[src/rtl/qspi_flash_pkg.sv]
`default_nettype none
//==============================================================================
// Module : qspi_flash_pkg
// Brief  : Shared types and constants for the internal-flash QSPI arbiter.
// Rev    : 1.0 - initial release
//==============================================================================
package qspi_flash_pkg;

  localparam logic [7:0] SPI_CMD_READ = 8'h03;
  localparam int         CMD_BITS     = 8;
  localparam int         ADDR_BITS    = 24;
  localparam int         ADDR_BYTES   = ADDR_BITS / CMD_BITS;

  typedef enum logic [2:0] {
    ST_IDLE     = 3'd0,
    ST_WAIT_GAP = 3'd1,
    ST_CMD      = 3'd2,
    ST_ADDR     = 3'd3,
    ST_DATA     = 3'd4,
    ST_CS_END   = 3'd5,
    ST_RELEASE  = 3'd6
  } arb_state_t;

  typedef enum logic {
    OWN_MCU = 1'b0,
    OWN_FAB = 1'b1
  } owner_t;

endpackage
`default_nettype wire

[src/rtl/qspi_flash_arb_shifter.sv]
`default_nettype none
//==============================================================================
// Module : spi_bit_shifter
// Brief  : Single-bit SPI engine. Two clk25 cycles per bit (phase 0 sclk low,
//          phase 1 sclk high); one shared register shifts TX out of the MSB
//          and RX into the LSB on the edge that ends phase 1.
// Rev    : 1.0 - initial release
//==============================================================================
module spi_bit_shifter
  import qspi_flash_pkg::*;
(
  input  logic       clk25,
  input  logic       fpga_rst_n,
  input  logic       load,
  input  logic [7:0] load_data,
  input  logic       miso,
  output logic       sclk,
  output logic       mosi,
  output logic       byte_done,
  output logic [7:0] rx_byte
);

  localparam logic [2:0] c_last_bit = 3'(CMD_BITS - 1);

  logic       r_act;
  logic       r_ph;
  logic [7:0] r_sr;
  logic [2:0] r_bit;

  // A byte ends on the phase-1 cycle of its eighth bit; the caller may reload
  // on that same edge so consecutive bytes stream without a gap.
  assign byte_done = r_act & r_ph & (r_bit == c_last_bit);
  assign rx_byte   = {r_sr[6:0], miso};
  assign sclk      = r_ph;
  assign mosi      = r_sr[7];

  // Phase toggle, shift and bit counting; a reload has priority over shifting.
  always_ff @(posedge clk25 or negedge fpga_rst_n) begin
    if (!fpga_rst_n) begin
      r_act <= 1'b0;
      r_ph  <= 1'b0;
      r_sr  <= 8'h00;
      r_bit <= 3'd0;
    end else if (load) begin
      r_act <= 1'b1;
      r_ph  <= 1'b0;
      r_sr  <= load_data;
      r_bit <= 3'd0;
    end else if (r_act) begin
      if (!r_ph) begin
        r_ph <= 1'b1;
      end else begin
        r_ph  <= 1'b0;
        r_sr  <= {r_sr[6:0], miso};
        r_bit <= r_bit + 3'd1;
        if (r_bit == c_last_bit) begin
          r_act <= 1'b0;
        end
      end
    end
  end

endmodule
`default_nettype wire

[src/rtl/qspi_flash_arb.sv]
`default_nettype none
//==============================================================================
// Module : qspi_flash_arb
// Brief  : Internal-flash QSPI pin arbiter. Passes the MCU master through and,
//          on a fabric request, waits for MCU idle, takes the pins and runs a
//          single-bit SPI READ (0x03) of 1..256 bytes before handing back.
// Rev    : 1.0 - initial release
//==============================================================================
module qspi_flash_arb
  import qspi_flash_pkg::*;
#(
  parameter int IDLE_GAP = 4,
  parameter int CS_HIGH  = 2
) (
  input  logic        clk25,
  input  logic        fpga_rst_n,
  input  logic        rd_req,
  input  logic [23:0] rd_addr,
  input  logic [7:0]  rd_len,
  output logic        rd_busy,
  output logic [7:0]  rd_data,
  output logic        rd_valid,
  output logic        rd_done,
  output logic        mcu_collide,
  input  logic        mcu_sclk,
  input  logic        mcu_ss,
  input  logic [3:0]  mcu_txd,
  input  logic [3:0]  mcu_oen,
  output logic [3:0]  mcu_rxd,
  output logic        fl_cclk,
  output logic        fl_cs_n,
  output logic [3:0]  fl_txd,
  output logic [3:0]  fl_oen,
  input  logic [3:0]  fl_rxd
);

  localparam logic [3:0] c_gap_last  = 4'(IDLE_GAP - 1);
  localparam logic [3:0] c_cs_last   = 4'(CS_HIGH - 1);
  localparam logic [1:0] c_addr_last = 2'(ADDR_BYTES - 1);

  arb_state_t  r_state, w_state_nxt;
  owner_t      r_own, w_own_nxt;
  logic        r_busy, w_busy_nxt;
  logic        r_valid, w_valid_nxt;
  logic        r_done, w_done_nxt;
  logic [7:0]  r_data, w_data_nxt;
  logic        r_collide;
  logic        r_cs_n, w_cs_n_nxt;
  logic [3:0]  r_cnt, w_cnt_nxt;
  logic [7:0]  r_len, w_len_nxt;
  logic [23:0] r_addr, w_addr_nxt;
  logic [1:0]  r_fld, w_fld_nxt;

  logic        w_load;
  logic [7:0]  w_load_data;
  logic        w_sh_sclk;
  logic        w_sh_mosi;
  logic        w_sh_done;
  logic [7:0]  w_sh_rx;
  logic        w_fab_mosi;

  spi_bit_shifter u_shifter (
    .clk25      (clk25),
    .fpga_rst_n (fpga_rst_n),
    .load       (w_load),
    .load_data  (w_load_data),
    .miso       (fl_rxd[1]),
    .sclk       (w_sh_sclk),
    .mosi       (w_sh_mosi),
    .byte_done  (w_sh_done),
    .rx_byte    (w_sh_rx)
  );

  assign rd_busy     = r_busy;
  assign rd_data     = r_data;
  assign rd_valid    = r_valid;
  assign rd_done     = r_done;
  assign mcu_collide = r_collide;

  // The shifter is reloaded with zero for each data byte, so MOSI already
  // idles low there; the explicit gate keeps IO0 quiet regardless.
  assign w_fab_mosi = (r_state == ST_DATA) ? 1'b0 : w_sh_mosi;

  // FSM state register.
  always_ff @(posedge clk25 or negedge fpga_rst_n) begin
    if (!fpga_rst_n) begin
      r_state <= ST_IDLE;
    end else begin
      r_state <= w_state_nxt;
    end
  end

  // Next-state and datapath decisions; shifter loads are issued on the same
  // edge a field byte completes so the SPI clock never pauses mid-transfer.
  always_comb begin
    w_state_nxt = r_state;
    w_own_nxt   = r_own;
    w_busy_nxt  = r_busy;
    w_valid_nxt = 1'b0;
    w_done_nxt  = 1'b0;
    w_data_nxt  = r_data;
    w_cs_n_nxt  = r_cs_n;
    w_cnt_nxt   = r_cnt;
    w_len_nxt   = r_len;
    w_addr_nxt  = r_addr;
    w_fld_nxt   = r_fld;
    w_load      = 1'b0;
    w_load_data = 8'h00;
    case (r_state)
      ST_IDLE: begin
        if (rd_req) begin
          w_addr_nxt  = rd_addr;
          w_len_nxt   = rd_len;
          w_busy_nxt  = 1'b1;
          w_cnt_nxt   = 4'd0;
          w_state_nxt = ST_WAIT_GAP;
        end
      end
      ST_WAIT_GAP: begin
        // r_cnt holds consecutive idle cycles already seen; this cycle makes
        // IDLE_GAP when it is idle too.
        if (!mcu_ss) begin
          w_cnt_nxt = 4'd0;
        end else if (r_cnt == c_gap_last) begin
          w_own_nxt   = OWN_FAB;
          w_cs_n_nxt  = 1'b0;
          w_cnt_nxt   = 4'd0;
          w_load      = 1'b1;
          w_load_data = SPI_CMD_READ;
          w_state_nxt = ST_CMD;
        end else begin
          w_cnt_nxt = r_cnt + 4'd1;
        end
      end
      ST_CMD: begin
        if (w_sh_done) begin
          w_load      = 1'b1;
          w_load_data = r_addr[ADDR_BITS-1 -: CMD_BITS];
          w_addr_nxt  = r_addr << CMD_BITS;
          w_fld_nxt   = 2'd0;
          w_state_nxt = ST_ADDR;
        end
      end
      ST_ADDR: begin
        if (w_sh_done) begin
          w_load = 1'b1;
          if (r_fld == c_addr_last) begin
            w_load_data = 8'h00;
            w_state_nxt = ST_DATA;
          end else begin
            w_load_data = r_addr[ADDR_BITS-1 -: CMD_BITS];
            w_addr_nxt  = r_addr << CMD_BITS;
            w_fld_nxt   = r_fld + 2'd1;
          end
        end
      end
      ST_DATA: begin
        if (w_sh_done) begin
          w_data_nxt  = w_sh_rx;
          w_valid_nxt = 1'b1;
          if (r_len == 8'd0) begin
            w_cs_n_nxt  = 1'b1;
            w_cnt_nxt   = 4'd0;
            w_state_nxt = ST_CS_END;
          end else begin
            w_len_nxt   = r_len - 8'd1;
            w_load      = 1'b1;
            w_load_data = 8'h00;
          end
        end
      end
      ST_CS_END: begin
        if (r_cnt == c_cs_last) begin
          w_state_nxt = ST_RELEASE;
        end else begin
          w_cnt_nxt = r_cnt + 4'd1;
        end
      end
      ST_RELEASE: begin
        w_own_nxt   = OWN_MCU;
        w_busy_nxt  = 1'b0;
        w_done_nxt  = 1'b1;
        w_state_nxt = ST_IDLE;
      end
      default: begin
        w_state_nxt = ST_IDLE;
      end
    endcase
  end

  // Datapath and status registers; collision flag is sticky until reset.
  always_ff @(posedge clk25 or negedge fpga_rst_n) begin
    if (!fpga_rst_n) begin
      r_own     <= OWN_MCU;
      r_busy    <= 1'b0;
      r_valid   <= 1'b0;
      r_done    <= 1'b0;
      r_data    <= 8'h00;
      r_collide <= 1'b0;
      r_cs_n    <= 1'b1;
      r_cnt     <= 4'd0;
      r_len     <= 8'd0;
      r_addr    <= 24'd0;
      r_fld     <= 2'd0;
    end else begin
      r_own   <= w_own_nxt;
      r_busy  <= w_busy_nxt;
      r_valid <= w_valid_nxt;
      r_done  <= w_done_nxt;
      r_data  <= w_data_nxt;
      r_cs_n  <= w_cs_n_nxt;
      r_cnt   <= w_cnt_nxt;
      r_len   <= w_len_nxt;
      r_addr  <= w_addr_nxt;
      r_fld   <= w_fld_nxt;
      if ((r_own == OWN_FAB) && !mcu_ss) begin
        r_collide <= 1'b1;
      end
    end
  end

  // Pin ownership mux; output enables follow chip select so the data pins
  // are only driven while the flash is selected.
  always_comb begin
    if (r_own == OWN_FAB) begin
      fl_cclk = w_sh_sclk;
      fl_cs_n = r_cs_n;
      fl_txd  = {2'b11, 1'b0, w_fab_mosi};
      fl_oen  = r_cs_n ? 4'hF : 4'hE;
      mcu_rxd = 4'hF;
    end else begin
      fl_cclk = mcu_sclk;
      fl_cs_n = mcu_ss;
      fl_txd  = mcu_txd;
      fl_oen  = mcu_oen;
      mcu_rxd = fl_rxd;
    end
  end

endmodule
`default_nettype wire

[config.mk]
export PLATFORM = sky130hd
export DESIGN_NAME = qspi_flash_arb
export DESIGN_NICKNAME = d
export VERILOG_FILES = /design/src/rtl/qspi_flash_pkg.sv /design/src/rtl/qspi_flash_arb_shifter.sv /design/src/rtl/qspi_flash_arb.sv
export SDC_FILE = /design/constraint.sdc
export NUM_CORES = 1
export LEC_CHECK = 0
export CAP_MARGIN = 25
export CORE_MARGIN = 2
export CORE_UTILIZATION = 51
export CTS_CLUSTER_SIZE = 30
export DETAILED_ROUTE_END_ITERATION = 16
export PLACE_DENSITY = 0.8
export SLEW_MARGIN = 20
export SYNTH_ARGS = -nofsm -noshare
export SYNTH_HDL_FRONTEND = slang
export SYNTH_SLANG_ARGS = --single-unit
[constraint.sdc]
create_clock -name clk25 -period 2.2 [get_ports clk25]
set_input_delay 0.44 -clock clk25 [delete_from_list [all_inputs] [get_ports clk25]]
set_output_delay 0.44 -clock clk25 [all_outputs]
set_load 0.05 [all_outputs]
==> results of run 1 <==
[flip-flops by register name, indices dropped and copies added, names as in the netlist, 2 cells and up]
register / count
u_shifter.r_sr: 8
r_fld: 2
r_cnt: 4
r_addr: 24
rd_data: 8
r_len: 8
r_state: 3
u_shifter.r_bit: 3
[final cells by class]
class | count | area, um^2
Inverter | 11 | 41.3
Multi-Input combinational cell | 257 | 1650
Sequential cell | 68 | 1700
Clock buffer | 9 | 124
Clock inverter | 7 | 80.1
Fill cell | 496 | 2140
Timing Repair Buffer | 90 | 883
Tap cell | 80 | 100
[cell usage after synthesis (7+ instances only)]
cell / n / area [um^2]
buf_2: 12 / 60.1
mux2_2: 9 / 101
o21ai_0: 23 / 115
nor2_1: 37 / 139
o21ai_1: 7 / 35.0
a21oi_1: 28 / 140
nor3_1: 11 / 55.1
nand2_1: 32 / 120
dfrtp_1: 67 / 1680
nand3_1: 17 / 85.1
inv_1: 10 / 37.5
or2_2: 9 / 56.3
mux2i_1: 23 / 230
[layer usage]
layer  share of wire, %  vias to the layer above  routed length (um)  track usage [%]
met5                  0                        -                   0                0
met4                1.4                        0                 103             8.95
met3                5.6                        7                 417             3.62
met2                 50                       98                3720             34.0
met1                 43                     1349                3260             26.8
li1                   -                     1417                   -                -
[metrics by stage]
| stage | total power (uW) | std cells | hold WS (ns) |
|---|---|---|---|
| 4_1_cts | 2550 | 522 | 0.166 |
| 2_1_floorplan | 1340 | 355 | 0.144 |
| 3_3_place_gp | 1490 | 506 | 0.449 |
| 6_report | 2520 | 522 | 0.149 |
| 3_5_place_dp | 1500 | 506 | 0.452 |
| 5_1_grt | 2620 | 522 | 0.202 |
[power breakdown]
part	switching, uW	total, uW	leakage, uW	internal, uW
combinational	101	218	0.00111	117
clock	515	1050	0.0000973	539
sequential	1.06	1250	0.000877	1250
[worst paths after layout]
kind                                     endpoint  cells after the start          startpoint
worst max-delay path            u_shifter.r_sr[1]                      7  u_shifter.r_bit[0]
worst min-delay path                   r_state[2]                      1          fpga_rst_n
worst max register to register  u_shifter.r_sr[1]                      7  u_shifter.r_bit[0]
worst min register to register        mcu_collide                      1         mcu_collide
max in group asynchronous       u_shifter.r_sr[4]                      2          fpga_rst_n
min in group clk25                    mcu_collide                      1         mcu_collide
[kinds of logic after synthesis]
logic type | share of synthesized area [%]
XOR/XNOR | 0.503
AO/OA/AOI/OAI | 16.2
buffers and inverters | 3.99
flip-flops | 48.9
adder cells (fa/ha/maj) | 2.15
multiplexers | 9.95
AND/OR/NAND/NOR | 18.4
==> metrics.yaml, run 1 <==
cts:
  cts.repair.resized: 0
  cts-root-buf: "clkbuf_8"
  cts.repair_timing.setup_buffer_count: 0
  h-tree-depth: 3
  clock_sinks: 68
  path_clk_slew_ns: 0.08
  cts_hold_buf: 0
  cts_buffers: 9
  cts_tree: "built"
  clk_latency_ns: 0.35
  clockBufferDepth: 2
floorplanning:
  die_w_um: 86.7
  die_y_um: 86.7
  rows: 30
  ios: 75
  initial_utilization_pct: 51.9
  design.core.area_mm2: 0.00672
  die_area_mm2: 0.00751
layout:
  final_cell_mix: "67 x dfrtp_1, 59 x clkdlybuf4s50_1, 36 x nor2_1"
  utilization_pct: 68.1
  area_growth_pct: 31.3
  final_common_cell: "dfrtp_1"
  nNetsFinal: 492
  drive_gt1_share_pct: 18.3
  design_area_mm2: 0.00458
  n_antenna_cell: 0
worst_setup_path:
  critPathKind: "reg -> reg"
  max_stage_delay_ns: 0.40
  path_cells: "ha_1 > ha_1 > and3_4 > and2_1 > a211o_1 > nand2b_1 > a2bb2oi_2"
  crit_buf_inv: 0
  critPathSlowestCell: "dfrtp_1"
  rrSetupSlack_ns: 0.19
  critPathTopFamily: "simple AND/OR/NAND/NOR gates"
  crit_top_cell: "ha_1"
  critPathCaptureType: "register"
  crit_path_start_kind: "register"
  crit_fanout: 5
  crit_arrival_ns: 2.24
  crit_required_ns: 2.43
route:
  drc: 0
  totalWireLength_um: 7510
  drt-initial-drc-count: 180
  dr.pass1.iters: 4
  ant_nets: 0
  vias_per_cell: 5.50
  wire_per_inst_um: 14.4
  via_count: 2871
sta:
  fin_ws_ns: 0.189
  slew_headroom_pct: 51.6
  rsz0062_at_grt: "false"
  setup_viol: 0
  finalHoldViolCount: 0
  period_minus_slack_ns: 2.01
  report.final.slew_viol_count: 0
  tightest_slew_ns: 0.726
  fin_crit_sh_pct: 91.4
  timing.fmax_ghz: 0.497
  skew_ns: 0.00697
  fin_tns_setup_ns: 0
yosys:
  synth_ff_type: "dfrtp_1"
  synth_cell_types: 55
  yosysSeqAreaShare_pct: 48.9
  synthesis.area_mm2: 0.00348
  ys_async_sr_fraction_pct: 100
  synth.avg_cell_area_um2: 9.82
  synth_edf_count: 0
  synth.ff_latch_count: 68
  yosysWarnings: 0
  synthCells: 355
  syn_nets: 410
pwr:
  power_per_cell_area_mw_per_mm2: 551
  ir_drop_v: 0.000321
  p_leak_uw: 0.00208
placed_design:
  dpl_cell_area_mm2: 0.00437
  gp_congestion: 0.850
  hpwl_um: 5460
  dp_slack_ns: 0.0886
  io_buffer_count: 74
global_route:
  grt_usage_pct: 20.6
  antenna_found_initial: 0
  grt_pass1_vias: 2589
  grt_max_degree: 41
  grt_overflow: 0
  grt_pass1_wl_um: 12200
status:
  outcome: "complete, no violations"
flow_run:
  cap_violations: 0
hold_path:
  worst_hold_path_type: "in -> async"
No activity file was read; power rests on OpenSTA's default activity.
==> run 2, diff against run 1 <==
- CORE_UTILIZATION: 51 -> 55
- HOLD_SLACK_MARGIN: not set -> 0.15
- PLACE_DENSITY: 0.8 -> 0.86
- clock period: 2.2 -> 2.5 ns (I/O delays scaled with it)
==> run 2 against run 1 <==
  * Power fell by 12%
  * Cell area decreased by 1.6%
  * Die area shrank 6.9%
  * Critical path depth fell by 3
  * Critical path type is now reg -> out
  * Critical endpoint is now fl_txd[0]
  * Highest routed layer unchanged
==> metrics.yaml, run 2 (synthesis gave the netlist of run 1 again) <==
route:
  vias_per_cell: 5.70  # +3.6%
  wire_per_inst_um: 15.1  # +4.8%
  drt-initial-drc-count: 294  # +63%
  ant_nets: 0  # unchanged
  totalWireLength_um: 7680  # +2.2%
  via_count: 2901  # +1.0%
  dr.pass1.iters: 4  # unchanged
  drc: 0  # unchanged
layout:
  drive_gt1_share_pct: 16.8  # -1.5 points
  final_common_cell: "dfrtp_1"
  area.sequential_mm2: 0.00170  # unchanged
  nNetsFinal: 484  # -1.6%
  regMostFlops: "r_addr"
  final_cell_mix: "67 x dfrtp_1, 59 x clkdlybuf4s50_1, 36 x nor2_1"
  area_growth_pct: 29.3
  finalNonFillerCells: 509  # -2.5%
  multi_input_area_mm2: 0.00165  # unchanged
  n_antenna_cell: 0  # unchanged
  nFillCells: 449  # -9.5%
  largest_register_ffs: 24  # unchanged
global_route:
  grt_pass1_wl_um: 13300  # +8.8%
  gr-usage-met1_pct: 30.7  # +3.9 points
  grt_use_met3_pct: 4.35  # +0.73 points
  grt_max_degree: 69  # +68%
  grt_busiest_layer: "met2"
  grt_usage_pct: 23.2  # +2.6 points
  grt_pass1_vias: 2883  # +11%
  antenna_found_initial: 0  # unchanged
  grt_overflow: 0  # unchanged
  use_met2_pct: 37.2  # +3.3 points
worst_setup_path:
  critPathCaptureType: "output pin"
  reg2reg_depth: 7  # unchanged
  critPathKind: "reg -> out"
  reg2reg_to: "u_shifter.r_sr[1]"
  crit_fanout: 15  # +10
  crit_arrival_ns: 1.76  # -0.48 ns
  startpoint: "r_state[1]"
  rrSetupSlack_ns: 0.30  # +0.11 ns
  crit_path_start_kind: "register"
  r2r_start: "u_shifter.r_bit[0]"
  crit_required_ns: 2.00  # -0.43 ns
cts:
  cts-root-buf: "clkbuf_8"
  clockBufferDepth: 2  # unchanged
  cts_hold_buf: 0  # unchanged
  cts.repair.resized: 0  # unchanged
  clock_sinks: 68  # unchanged
  cts_tree: "built"
  clk_latency_ns: 0.35  # about the same
  cts_buffers: 9  # unchanged
  h-tree-depth: 3  # unchanged
  cts.repair_timing.setup_buffer_count: 0  # unchanged
  path_clk_slew_ns: 0.07  # about the same
sta:
  fin_crit_sh_pct: 90.5
  finalHoldViolCount: 0  # unchanged
  skew_ns: 0.00734  # +0.000376 ns
  fin_tns_setup_ns: 0  # unchanged
  period_minus_slack_ns: 2.26
  rsz0062_at_grt: "false"
  timing.fmax_ghz: 0.442
  setup_viol: 0  # unchanged
  tightest_slew_ns: 0.615  # -0.111 ns
  report.final.slew_viol_count: 0  # unchanged
  slew_headroom_pct: 58.9  # +7.3 points
floorplanning:
  design.core.area_mm2: 0.00603  # -10%
  die_area_mm2: 0.00699  # -6.9%
  die_y_um: 83.6  # -3.5%
  ios: 75  # unchanged
  die_w_um: 83.6  # -3.5%
  initial_utilization_pct: 57.8  # +6.0 points
  rows: 28  # -6.7%
status:
  outcome: "complete, no violations"
hold_path:
  worst_hold_path_type: "in -> async"
placed_design:
  gp_congestion: 0.841  # -1.0%
  place_inst: 493  # -2.6%
  io_buffer_count: 74  # unchanged
  hpwl_um: 5480  # +0.35%
pwr:
  power_per_cell_area_mw_per_mm2: 495  # -10%
  p_leak_uw: 0.00203  # -2.2%
  ir_drop_v: 0.000317  # -1.3%
flow_run:
  cap_violations: 0  # unchanged
## run 2: changes by cell type in the layout (fill, tap and decap cells not counted)
cell        before  now
clkinvlp_4       2    4
inv_6            4    0
buf_12           5    4
buf_4           25   18
clkbuf_8         9   11
## run 2: final cells by class
type                       instances  area share, %
sequential                        68           37.8
multi-input combinational        257           36.5
timing repair buffer              82           18.0
clock buffer                      11           3.36
tap                               75           2.08
clock inverter                     5           1.33
inverter                          11          0.916
## run 2: where the power goes
part	switching (uW)	internal [uW]
clock	427	514
combinational	87.3	99.1
sequential	0.815	1100
total	515	1710
## run 2: metrics by stage
| stage | util, % | worst slack [ns] | cell area, um^2 | hold slack, ns | total power [uW] |
|---|---|---|---|---|---|
| after global placement | 71.3 | 0.383 | 4290 | 0.443 | 1310 |
| final | 74.8 | 0.238 | 4510 | 0.169 | 2230 |
| after CTS | 74.8 | 0.233 | 4510 | 0.174 | 2240 |
| after floorplan | - | 0.279 | 3480 | 0.204 | 1180 |
| after detailed placement | 71.3 | 0.326 | 4290 | 0.450 | 1310 |
| after global routing | 74.8 | 0.143 | 4510 | 0.202 | 2300 |
## run 2: how the worst max path moves through the flow
stage | cells after the start | to
after floorplan | 2 | fl_oen[0]
after global placement | 5 | r_cnt[0]
after detailed placement | 7 | u_shifter.r_sr[1]
after CTS | 4 | fl_txd[0]
after global routing | 4 | fl_txd[0]
final | 4 | fl_txd[0]
## run 2: worst max-delay path, cell delays in order, from the launching register on
cell and delay [ns]:
dfrtp_1 0.57, nor3b_4 0.27, buf_4 0.24, o22ai_1 0.11, buf_4 0.21
## run 2: per-layer routing
metal	wire, um	share of wire, %	up-vias
met5	0	0	-
met4	142	1.9	0
met3	410	5.3	12
met2	3640	47	100
met1	3480	45	1382
li1	-	-	1407
==> variant 1 (settings of run 2) <==
Set the package constant `ADDR_BITS` to 12 (it was 24).
--- a/src/rtl/qspi_flash_pkg.sv
+++ b/src/rtl/qspi_flash_pkg.sv
@@ -8,7 +8,7 @@
 
   localparam logic [7:0] SPI_CMD_READ = 8'h03;
   localparam int         CMD_BITS     = 8;
-  localparam int         ADDR_BITS    = 24;
+  localparam int         ADDR_BITS    = 12;
   localparam int         ADDR_BYTES   = ADDR_BITS / CMD_BITS;
 
   typedef enum logic [2:0] {
Formal check against the unedited RTL: no difference found for any inputs over 10 cycles, from zero or initial values and one cycle with fpga_rst_n low; that may be too few to reach the edited logic, so the function may still have changed.
==> variant 1 against run 2 <==
Sequential cell count fell by 12. Setup slack got worse by 0.063 ns. Synthesized area fell by 17%. Die area fell by 16%. Final cell count fell by 15%. Worst hold slack improved by 0.30 ns. Wire length fell by 17%. Via count fell by 15%. Design area fell by 17%. Largest cell class unchanged. Highest routed layer unchanged.
Power is not compared: it rests on default switching activity, and its combinational part moved more than twofold at a synthesized area within 25%.
==> variant 1: results (changes against run 2) <==
| Metric | Value |
|---|---|
| Met2 Wirelength | 3190 um (-12%) |
| WL final | 6370 um (-17%) |
| First-pass GRT wire length | 11,000 um (-17%) |
| Distinct cells, synth | 53 (-3.6%) |
| Inserted Clock Buffers | 5 (-4) |
| Signal buffers share of area | 19.5% (+1.5 points) |
| Top cells by count, synth | 55 x dfrtp_1, 39 x nand2_1, 18 x o21ai_0 |
| R2r endpoint | u_shifter.r_sr[0] |
| Global-route usage over all layers | 23.2% (about the same) |
| Layout clock area frac | 2.57% (-2.1 points) |
| Non-clock buffer count | 75 (-8.5%) |
| Multi-input gate count | 211 (-18%) |
| Layout fillers | 388 (-14%) |
| RePlAce Congestion | 0.839 (-0.21%) |
| I/O Buffers | 62 (-16%) |
| GR Layer Usage met2 | 41.3% (+4.1 points) |
| Inverters | 13 (+2) |
| Post-synthesis cell count | 296 (-17%) |
| Top FF cell, synth | dfrtp_1 |
| Met1 usage | 28.0% (-2.6 points) |
| Final Skew | 0.00838 ns (+0.00103 ns) |
| Worst R2R Setup Slack | 0.23 ns (-0.07 ns) |
| Largest register FFs | 12 (-50%) |
| Most flop-heavy register | r_addr |
| Least-Margin Pin Slew | 0.730 ns (+0.114 ns) |
| Top cells by area, synth | dfrtp_1 47%, nand2_1 5.0%, mux2_2 4.7%, mux2i_1 3.8%, o21ai_0 3.1% |
| Sequential share of the synthesized area | 48.3% (-0.57 points) |
| Final nets | 417 (-14%) |
| Met1 WL | 2740 um (-21%) |
| HPWL after detailed placement | 4780 um (-13%) |
| Reg2Reg Depth | 6 (-1) |
| Seq area share | 37.4% (-0.43 points) |
| Clock Latency Late Sink | 0.32 ns (-0.03 ns) |
| Worst-path clk slew | 0.10 ns (+0.03 ns) |
| Initial detailed-routing violation count | 198 (-33%) |
| Largest net degree at the start of global routing | 22 (-68%) |
| Yosys top cell area share | 47.4% (-0.72 points) |
| CP Data Arrival Time | 1.82 ns (+0.06 ns) |
| Met3 GRT Util | 4.94% (+0.59 points) |
| Hold Crit Class | reg2reg |
| Via count of the first global-routing pass | 2,436 (-16%) |
| Clock sink total | 56 (-18%) |
| Layout cells sized above 1 | 19.3% (+2.5 points) |
| Synthesized Nets | 351 (-14%) |
| Critical Path Max Stage Delay | 0.43 ns (-0.14 ns) |
| Htree depth | 2 (-1) |
| FF-to-FF Start | r_len[0] |
| Worst Setup SP | r_state[0] |
| Met3 wire length | 349 um (-15%) |
| Outcome | finished clean |
| Vias/cell | 5.72 (+0.29%) |
| Delay-heaviest family, CP | simple AND/OR/NAND/NOR gates |
| Multi-input combinational area share | 37.0% (+0.45 points) |
| Worst-path fanout max | 12 (-3) |
| CP max stage cell | or3b_4 |
-- variant 1: cell count changes in the layout (fill, tap and decap cells not counted), moves of 4 or more --
cell | before | now
nand2_1 | 32 | 39
a21oi_1 | 28 | 9
nor2_1 | 36 | 11
clkbuf_8 | 11 | 5
o21ai_0 | 23 | 18
clkdlybuf4s50_1 | 59 | 47
a22oi_1 | 0 | 5
dfrtp_1 | 67 | 55
buf_4 | 18 | 22
o2bb2ai_1 | 0 | 5
nand3_1 | 17 | 13
mux2i_1 | 23 | 11
-- variant 1: what timing repair did --
item,CTS,global route
hold buffers,1,0
resized for setup,0,1
endpoints found under the hold margin,17,0
setup endpoints to repair,0,1
buffers inserted,0,0
-- variant 1: per-stage QoR --
stage	cells	hold slack (ns)	total power [mW]	cell area [sq um]	utilization, %
3_5_place_dp	424	0.451	2.81	3640	71.4
5_1_grt	433	0.503	3.53	3750	73.5
4_1_cts	433	0.475	3.32	3750	73.4
2_1_floorplan	296	0.204	2.31	2900	-
3_3_place_gp	423	0.437	2.73	3640	71.2
6_report	433	0.470	3.31	3750	73.5
-- variant 1: kinds of logic (layout without fill, tap and decap cells) --
| kind of cell | after synthesis | after routing | share of synthesized area, % |
|---|---|---|---|
| adder cells (fa/ha/maj) | 6 | 6 | 2.59 |
| multiplexers | 23 | 23 | 8.44 |
| XOR/XNOR | 2 | 2 | 0.603 |
| AO/OA/AOI/OAI | 66 | 66 | 15.0 |
| AND/OR/NAND/NOR | 114 | 114 | 21.1 |
| buffers and inverters | 29 | 96 | 4.01 |
| flip-flops | 56 | 56 | 48.3 |
-- variant 1: worst reg2reg max path: stages, from the launching register on --
cell,delay [ns]
dfrtp_1,0.41
inv_1,0.08
ha_1,0.24
nor4b_4,0.41
a211oi_4,0.12
or3b_1,0.60
o31a_1,0.32
==> variant 2 (flow settings as in run 2) <==
Without the edit above. Put a register stage on the output `fl_txd`, cleared by the reset. The value now appears one clock later. The other outputs are not delayed to match.
--- a/src/rtl/qspi_flash_arb.sv
+++ b/src/rtl/qspi_flash_arb.sv
@@ -38,6 +38,8 @@
   localparam logic [3:0] c_cs_last   = 4'(CS_HIGH - 1);
   localparam logic [1:0] c_addr_last = 2'(ADDR_BYTES - 1);
 
+  logic [3:0] fl_txd_d;
+
   arb_state_t  r_state, w_state_nxt;
   owner_t      r_own, w_own_nxt;
   logic        r_busy, w_busy_nxt;
@@ -225,18 +227,26 @@
     if (r_own == OWN_FAB) begin
       fl_cclk = w_sh_sclk;
       fl_cs_n = r_cs_n;
-      fl_txd  = {2'b11, 1'b0, w_fab_mosi};
+      fl_txd_d = {2'b11, 1'b0, w_fab_mosi};
       fl_oen  = r_cs_n ? 4'hF : 4'hE;
       mcu_rxd = 4'hF;
     end else begin
       fl_cclk = mcu_sclk;
       fl_cs_n = mcu_ss;
-      fl_txd  = mcu_txd;
+      fl_txd_d = mcu_txd;
       fl_oen  = mcu_oen;
       mcu_rxd = fl_rxd;
     end
   end
 
+  always_ff @(posedge clk25 or negedge fpga_rst_n) begin
+    if (!fpga_rst_n) begin
+      fl_txd <= '0;
+    end else begin
+      fl_txd <= fl_txd_d;
+    end
+  end
+
 endmodule
 `default_nettype wire
 
Behaviour: not the same (Yosys sat finds a counterexample within 4 cycles, from zero or initial values and one cycle with fpga_rst_n low).
==> variant 2 against run 2 <==
Sequential power rose by 6%. Total power rose by 6.1%. Setup slack got worse by 0.066 ns. Core utilization fell by 2.6 points. Design area rose by 7.6%. Via count rose by 6.5%. Maximum frequency fell by 2.8%. Die area rose by 7.6%. Clock power rose by 12%. Wire length rose by 8.9%. Synthesized area rose by 8.0%. Sequential cell count rose by 4. Highest routed layer unchanged. Critical path depth rose by 2.
==> variant 2: results (changes against run 2) <==
| Metric | Value |
|---|---|
| Distinct cells, synth | 61 (+11%) |
| Worst Setup SP | r_len[0] |
| Layout cells sized above 1 | 19.7% (+2.9 points) |
| Worst-path clk slew | approximately 0.08 ns |
| Crit path capture type | flip-flop |
| Cell area after layout | 4850 sq um (+7.6%) |
| DP Cell Count | 514 (+4.3%) |
| Signal buffers share of area | 18.0% (about the same) |
| Htree depth | 3 (unchanged) |
| Internal | 1.85 mW (+8.0%) |
| Post-cts hold buffer count | 1 (+1) |
| Reg2Reg Depth | 6 (-1) |
| VDD IR max | 0.000363 V (+14%) |
| Yosys top cell area share | 47.2% (-0.89 points) |
| Top cells by area, synth | dfrtp_1 47%, mux2_2 7.8%, nand2_1 7.1%, o21ai_0 2.8%, mux2i_1 2.4% |
| Non-clock buffer count | 87 (+6.1%) |
| CP max stage cell | or4b_1 |
| Worst R2R Setup Slack | 0.17 ns (-0.13 ns) |
| Via count of the first global-routing pass | 3,040 (+5.4%) |
| Inverters | 9 (-2) |
| Core area | 6720 sq um (+12%) |
| Pre-CTS setup slack | 0.216 ns (-0.111 ns) |
| Worst-path fanout max | 6 (-9) |
| Top cells by count, synth | 71 x dfrtp_1, 71 x nand2_1, 26 x mux2_2 |
| Synthesized Nets | 426 (+3.9%) |
| HPWL after detailed placement | 6050 um (+10%) |
| Outcome | finished clean |
| Vias/cell | 5.82 (+2.1%) |
| Final nets | 501 (+3.5%) |
| Critical Path Max Stage Delay | 0.62 ns (+0.05 ns) |
| Combinational power | 140 uW (-25%) |
| FF/Latch Area | 1800 sq um (+5.9%) |
| WL final | 8360 um (+8.9%) |
| Placed standard-cell area | 4610 sq um (+7.4%) |
| Final Skew | 0.00925 ns (+0.00191 ns) |
| Multi-input combinational area share | 37.4% (+0.84 points) |
| Initial detailed-routing violation count | 184 (-37%) |
| Final std cells w/o fill | 531 (+4.3%) |
| Global-route usage over all layers | 23.3% (+0.075 points) |
| Switching Share | 21.7% (-1.4 points) |
| Leak | 2.22 nW (+9.4%) |
| Crit share post-route | 93.1% (+2.6 points) |
| Hold Crit Class | reg2reg |
| RePlAce Congestion | 0.925 (+10%) |
| Slew margin rel. | 65.1% (+6.2 points) |
| Layout clock area frac | 4.70% (about the same) |
| Worst Hold Path Cells | 1 |
| Largest net degree at the start of global routing | 57 (-17%) |
| Yosys reg bits | 72 (+5.9%) |
| Post-synthesis cell count | 371 (+4.5%) |
| Worst hold margin | 0.466 ns (+0.297 ns) |
| CP Data Arrival Time | 2.55 ns (+0.79 ns) |
| Layout fillers | 479 (+6.7%) |
| Sequential share of the synthesized area | 47.9% (-0.95 points) |
| Delay-heaviest family, CP | simple AND/OR/NAND/NOR gates |
| Multi-input gate count | 267 (+3.9%) |
| R2r endpoint | r_cnt[1] |
| Clock power share | 44.6% (+2.4 points) |
| Clk buf depth | 2 (unchanged) |
| First-pass GRT wire length | 13,800 um (+4.0%) |
[variant 2: cell types whose count changed after synthesis, sizes merged, moves of 8 or more]
| cell | before | now |
|---|---|---|
| o21ai | 30 | 22 |
| nand2 | 33 | 72 |
| clkbuf | 4 | 12 |
| mux2 | 10 | 27 |
| nand3 | 18 | 10 |
| o2bb2ai | 0 | 8 |
| a21oi | 28 | 11 |
| mux2i | 23 | 9 |
| nor2 | 37 | 18 |
[variant 2: cell families (layout without fill, tap and decap cells)]
kind of cell    after synthesis  count (layout)  synth area share, %
simple gates                136             136                 17.6
compound gates               87              87                 17.5
flops                        72              72                 47.9
mux                          36              36                 10.6
buf+inv                      32             112                 3.92
fa+ha+maj                     6               6                 2.00
xor+xnor                      2               2                0.466
[variant 2: layer usage]
metal | up-vias | track usage [%] | wire, um
met5 | - | 0 | 0
met4 | 0 | 6.82 | 108
met3 | 10 | 4.67 | 501
met2 | 118 | 40.2 | 4070
met1 | 1487 | 29.7 | 3680
li1 | 1474 | - | -
